<file path="src/rtl/ip_daec_8lc_store_buffer.sv">
// Store buffer behind the IP-DAEC 8LC encoder: packs IP_word, IP bit and codeword
// into 72-bit storage words, queues them in a small FIFO and drains them to memory.
module ip_daec_8lc_store_buffer #(
   parameter int DEPTH = 4,
   parameter int CNT_W = 16
) (
   input  logic                     clk,
   input  logic                     rst_n,
   input  logic                     in_valid,
   output logic                     in_ready,
   input  logic [21:0]              in_ip_word,
   input  logic                     in_ip,
   input  logic [48:0]              in_codeword,
   output logic                     out_valid,
   input  logic                     out_ready,
   output logic [71:0]              out_word,
   input  logic                     flush,
   input  logic                     clr_err,
   output logic                     ip_err,
   output logic [$clog2(DEPTH):0]   level,
   output logic [CNT_W-1:0]         wr_count
);

   localparam int AW = $clog2(DEPTH);
   localparam int LW = AW + 1;

   logic [71:0]   mem [DEPTH];
   logic [AW-1:0] wr_ptr;
   logic [AW-1:0] rd_ptr;
   logic          push;
   logic          pop;
   logic          ip_bad;

   // Both handshakes depend only on registered state and flush, never on the
   // opposite port, so a full buffer refuses a push even while it is being popped.
   assign in_ready  = (level != LW'(DEPTH)) && !flush;
   assign out_valid = (level != '0) && !flush;
   assign push      = in_valid & in_ready;
   assign pop       = out_valid & out_ready;
   assign out_word  = mem[rd_ptr];
   assign ip_bad    = (^in_ip_word) != in_ip;

   // NOTE: storage is reset so out_word reads zero out of reset; flush only
   // rewinds the pointers and leaves stale entries in place.
   always_ff @(posedge clk or negedge rst_n) begin
      if (!rst_n) begin
         for (int i = 0; i < DEPTH; i++) mem[i] <= '0;
      end else if (push) begin
         mem[wr_ptr] <= {in_ip_word, in_ip, in_codeword};
      end
   end

   // NOTE: all state uses non-blocking assignments so every register samples
   // the pre-edge values of its neighbours.
   always_ff @(posedge clk or negedge rst_n) begin
      if (!rst_n) begin
         wr_ptr <= '0;
         rd_ptr <= '0;
         level  <= '0;
      end else if (flush) begin
         wr_ptr <= '0;
         rd_ptr <= '0;
         level  <= '0;
      end else begin
         if (push) wr_ptr <= wr_ptr + 1'b1;
         if (pop)  rd_ptr <= rd_ptr + 1'b1;
         case ({push, pop})
            2'b10:   level <= level + 1'b1;
            2'b01:   level <= level - 1'b1;
            default: level <= level;
         endcase
      end
   end

   always_ff @(posedge clk or negedge rst_n) begin
      if (!rst_n) begin
         ip_err   <= 1'b0;
         wr_count <= '0;
      end else begin
         // A fresh mismatch takes priority over a simultaneous clear.
         if (push && ip_bad) ip_err <= 1'b1;
         else if (clr_err)   ip_err <= 1'b0;
         if (pop && (wr_count != '1)) wr_count <= wr_count + 1'b1;
      end
   end

endmodule
</file>
<file path="config.mk">
export PLATFORM = sky130hd
export DESIGN_NAME = ip_daec_8lc_store_buffer
export DESIGN_NICKNAME = d
export VERILOG_FILES = /design/src/rtl/ip_daec_8lc_store_buffer.sv
export SDC_FILE = /design/constraint.sdc
export NUM_CORES = 1
export LEC_CHECK = 0
export BUFFER_PORTS_ARGS = -buffer_cell sky130_fd_sc_hd__buf_2
export CELL_PAD_IN_SITES_DETAIL_PLACEMENT = 1
export CELL_PAD_IN_SITES_GLOBAL_PLACEMENT = 2
export CORE_MARGIN = 3
export CORE_UTILIZATION = 39
export CTS_CLUSTER_SIZE = 28
export DETAILED_ROUTE_END_ITERATION = 6
export PLACE_DENSITY = 0.84
export SLEW_MARGIN = 20
export SYNTH_ARGS = -nofsm -noshare
export SYNTH_HDL_FRONTEND = slang
export SYNTH_SLANG_ARGS = --single-unit
</file>
<file path="constraint.sdc">
create_clock -name clk -period 1.9 [get_ports clk]
set_clock_uncertainty 0.05 [all_clocks]
set_input_delay 0.285 -clock clk [delete_from_list [all_inputs] [get_ports clk]]
set_output_delay 0.285 -clock clk [all_outputs]
set_load 0.01 [all_outputs]
</file>
# == Word level (Yosys, flattened, before mapping) ==
# Index checks and enable logic that the tools add are counted.
# op_classes
bitwise_logic,4
n_addsub,5
order_cmp,3
n_reduce_logical,12
n_mux,14
n_eq_ne,5
# ops
cell,n
288-bit bitwise mux,1
72-bit 2-to-1 mux,3
72-bit binary-select mux with 2-bit select,1
72-bit demux with 2-bit select,1
22-bit XOR reduction,1
16-bit by 1-bit adder with 16-bit output (second input constant),1
16-bit != test (second input constant),1
2-bit 2-to-1 mux,4
3-bit greater-or-equal comparator (second input constant),2
2-bit inverter with 3-bit output,2
3-bit one-hot mux with 2 select lines,1
2-bit nonzero test,3
3-bit nonzero test,2
1-bit logical AND,5
2-bit by 1-bit adder with 2-bit output (second input constant),2
3-bit by 1-bit adder with 3-bit output (second input constant),1
3-bit by 1-bit less-than comparator with 1-bit output (second input constant),1
3-bit 2-to-1 mux,1
3-bit != test (second input constant),1
3-bit by 1-bit subtractor with 3-bit output (second input constant),1
1-bit AND,2
2-bit by 1-bit == test with 1-bit output (second input constant),1
2-bit == test (second input constant),1
1-bit 2-to-1 mux,2
2 further kinds,2
# totals
wordCells,52
out_inout_bits,94
reg_bits,312

# == Longest topological paths before layout ==
# logic_depth
depth_word,6
ltp_mapped,8
ltp_nobuf,6

# == Least setup slack after synthesis ==
# No wires, ideal clock.
# synth_path
path_type,register -> register
startpoint,reg level[2]
endpoint,reg level[1]
slack_ps,-99
n_path_buf,2
setup_ps,133
stages_incl_launch_ff,9
arrival_time_ps,1816
required_time_ps,1717
cell_sequence,dfrtp_1 > buf_4 > o31ai_1 > or2_1 > buf_2 > nor2_1 > fa_1 > a22oi_1 > nor2_1
# synth_between
elab_chain_len,6
word_cells_on_any_way,11
classes_between,eq/ne: 3; mux: 2; bitwise: 2; reduce/logical: 4
# synth_rtl
item,line_no,rtl
start: declaration,20,"output logic [$clog2(DEPTH):0] level,"
start signal: assignment,68,2'b10: level <= level + 1'b1;
start signal: assignment,69,2'b01: level <= level - 1'b1;
start signal: assignment,70,default: level <= level;
3-bit != test or 3-bit nonzero test (tied branches),"36, 37",
1-bit logical AND (on tied branches),"36, 37",
1-bit AND (on tied branches),"38, 39",
2-bit by 1-bit == test with 1-bit output or 2-bit == test (tied branches),67,"case ({push, pop})"
3-bit one-hot mux with 2 select lines,67,
3-bit 2-to-1 mux,60,end else if (flush) begin
# Parallel ways exist; a longest one is shown, timed or not.
# A chain may end at the register's enable or synchronous reset.

# == Worst setup path in the final report ==
# layout_path
startpoint,reg rd_ptr[0]
endpoint,out out_word[4]
# layout_between
elab_chain_len,4
# layout_rtl
item,line_no,rtl
start: declaration,29,logic [AW-1:0] rd_ptr;
start signal: assignment,66,if (pop) rd_ptr <= rd_ptr + 1'b1;
2-bit inverter with 3-bit output (implied by the code),40,assign out_word = mem[rd_ptr];
72-bit binary-select mux with 2-bit select,40,
72-bit 2-to-1 mux (implied by the code) (2 in a row),40,
end: declaration,16,"output logic [71:0] out_word,"
# Every way passes these cells. The select of a mux whose other input is x is not followed.

==> flow_summary.json <==
{
  "layout_min_cycle_time_ns": 2.348,
  "setup_viol": 72,
  "vias_per_cell": 5.067,
  "final_util_pct": 52.20,
  "cts.root.buffer_cell": "clkbuf_16",
  "portBuffers": 171,
  "preCtsSetupSlack_ns": -0.1627,
  "cp-start-kind": "flip-flop",
  "dp_hpwl_microns": 22760,
  "cts_tree": "built",
  "critPathLaunch": "rd_ptr[0]",
  "antenna_found_initial": 1,
  "status": "finished with violations",
  "fin_setup_tns_ns": -29.01,
  "cts.clk_slew.worst_paths_ns": 0.06,
  "rr_worst_depth": 7,
  "die_area_sq_mm": 0.04013,
  "place_congestion": 0.7297,
  "drt_first_pass_iters": 4,
  "synthCells": 842,
  "async_reset_ff_share_pct": 100.0,
  "p_seq_share_pct": 40.5,
  "worstSetupEndpoint": "out_word[4]",
  "placedCellCount": 1541,
  "insertedDiodeCount": 0,
  "finalWirelength_microns": 37470,
  "synth_top_area_share_pct": 53.01,
  "switchingPower_w": 0.006697,
  "setup_ws_ns": -0.4482,
  "grt_pass1_vias": 9924,
  "fp.dieH_microns": 200.3,
  "rows": 70,
  "path_max_fanout": 6,
  "hold_slack_ns": 0.02514,
  "drtIter0Drc": 214,
  "ys_types": 39,
  "power_density_mw_per_mm2": 1323,
  "start_util_pct": 39.95,
  "grt_pass1_wl_microns": 59660,
  "synth_ff_type": "dfrtp_1",
  "cts_buffers": 37,
  "p_int_w": 0.01877,
  "syn-num-nets": 926,
  "synth_edf_count": 0,
  "rsz0062_at_grt": "yes",
  "hp-class": "in2reg",
  "max_cap_viol_count": 0,
  "synth_top_area_cell": "dfrtp_1",
  "p_comb_share_pct": 31.0,
  "htreeDepth": 2,
  "sw_frac_of_total_pct": 26.30,
  "ir_drop_uv": 739.7,
  "clock-sinks": 312,
  "clock_latency_ns": 0.51,
  "fin_crit_sh_pct": 123.6,
  "finalHoldViolCount": 0,
  "slew_viol_final": 0,
  "grt_overflow": 0,
  "crit_type": "reg2out",
  "p_clk_share_pct": 28.4,
  "yosys_warnings": 0,
  "syn2layout_area_growth_pct": 30.67,
  "yosys-top-cells-area": "dfrtp_1 (53%), mux2_4 (21%), mux4_2 (11%)",
  "r2r-start": "level[1]",
  "vias": 8447,
  "tightest_slew_ns": 0.5273,
  "die_w_microns": 200.3,
  "grt_max_degree": 54,
  "clockBufferDepth": 3,
  "max_freq_mhz": 425.9,
  "core-area_sq_mm": 0.03687,
  "required_ns": 1.56,
  "reg2reg_slack_ns": 0.09,
  "fin_cells": 1667,
  "grt_usage_pct": 18.74,
  "leakage_nw": 9.297,
  "slew_headroom_pct": 64.85,
  "synth_area_sq_mm": 0.01473,
  "avgSynthCellArea_sq_um": 17.49,
  "post_drt_wl_per_cell_microns": 22.48,
  "ant_nets": 0,
  "ys_seq_area_share_pct": 53.01,
  "r2r_end": "mem[173]",
  "ys_seq_elements": 312,
  "io_pins": 172,
  "nets": 1219,
  "drive_above_1_share_pct": 60.28,
  "crit_arrival_ns": 2.01,
  "endpoint_kind": "primary output",
  "failed_checks": "setup timing",
  "drc": 0
}
[flip-flops by register name, summed over array words and instances (netlist names)]
register and cells:
mem 288, wr_count 16, level 3, rd_ptr 2
wr_ptr 2, ip_err 1
[stage by stage]
step | power (W) | cell area, sq um
finish | 0.02546 | 19250
global route | 0.02683 | 19250
CTS | 0.02540 | 18950
detailed placement | 0.01718 | 16780
global placement | 0.01680 | 16780
floorplan | 0.01490 | 14750
[per-layer routing]
metal  global-route usage [%]  part of all wire [%]  up-vias
met5                        0                 0.024        -
met4                    4.442                   2.0        2
met3                    3.332                   3.8       56
met2                    32.09                    50      159
met1                    25.01                    44     4521
li1                         -                     -     3709
[worst min-delay path by stage]
stage	startpoint	to	slack, ns	depth (start not counted)
after detailed placement	rst_n	mem[231]	0.20	1
after global routing	in_codeword[5]	mem[221]	0.002	2
after global placement	rst_n	mem[231]	0.20	1
after floorplan	rst_n	ip_err	-0.06	0
final	in_codeword[5]	mem[221]	0.03	2
after CTS	in_codeword[12]	mem[84]	0.0009	2
[worst max-delay path: stages, from the launching register on]
cell and delay, ns:
dfrtp_4 0.44, buf_12 0.18, clkbuf_16 0.19, mux4_2 0.53, buf_6 0.15
[kinds of logic (layout without fill, tap and decap cells)]
group / after synthesis / in the layout / synth area share (%)
muxes: 362 / 362 / 38.53
AOI/OAI and AO/OA: 15 / 15 / 0.7051
xor gates and xnor gates: 39 / 39 / 2.412
adders and majority gates: 6 / 6 / 0.5607
DFF: 312 / 312 / 53.01
buffers and inverters: 56 / 377 / 2.701
and+or+nand+nor: 52 / 52 / 2.081
[layout by cell type, fill, tap and decap left out, types with 3 or more instances in the layout]
master,netlist,routed
dfrtp_1,312,308
mux2_4,210,210
buf_2,15,105
mux2_2,80,80
mux4_2,72,72
buf_6,21,68
buf_4,3,50
dlygate4sd3_1,0,44
clkbuf_16,0,43
xnor2_1,30,30
buf_12,0,26
clkbuf_8,0,12
nor2_1,12,10
nand3_1,9,9
nand4_1,9,9
xor2_1,8,8
clkbuf_1,10,8
buf_16,0,7
inv_1,5,5
nand2_1,6,5
ha_1,5,5
clkinv_2,0,5
nand2_4,3,4
a21oi_1,3,3
o21ai_0,3,3
nor3_1,4,3
[cell usage after synthesis (2+ instances only)]
master	n
mux2_4	210
mux4_2	72
nand4_1	9
clkbuf_1	10
buf_6	21
buf_2	15
nor3_1	4
nand2_4	3
o31ai_1	2
nand3_1	9
buf_1	2
ha_1	5
inv_1	5
xnor2_1	30
mux2_2	80
buf_4	3
nand2_1	6
and3_1	2
nor2_1	12
a21oi_1	3
o21ai_0	3
xor2_1	8
dfrtp_1	312
[power groups by stage]
stage | Combinational [W] | Sequential (W) | Clock [W]
after CTS | 0.00766 | 0.0103 | 0.00743
after detailed placement | 0.00686 | 0.0103 | 0
after global placement | 0.00662 | 0.0102 | 0
after global routing | 0.00842 | 0.0106 | 0.00779
after floorplan | 0.00501 | 0.00989 | 0
final | 0.00790 | 0.0103 | 0.00724
[layout make-up]
class / count / area (sq um)
Timing Repair Buffer: 305 / 2935
Sequential cell: 312 / 7818
Inverter: 5 / 18.77
Clock buffer: 59 / 1171
Fill cell: 3449 / 17630
Clock inverter: 8 / 93.84
Tap cell: 504 / 630.6
Multi-Input combinational cell: 474 / 6580
[repair_timing]
item | 4_1_cts | 5_1_grt
pin swaps | 0 | 5
cloned | 4 | 4
hold endpoints to repair | 188 | 0
hold buffers | 44 | 0
endpoints found under the setup margin | 108 | 137
gates resized for setup | 56 | 38
buffers inserted | 4 | 3
No activity file was read; power rests on OpenSTA's default activity.
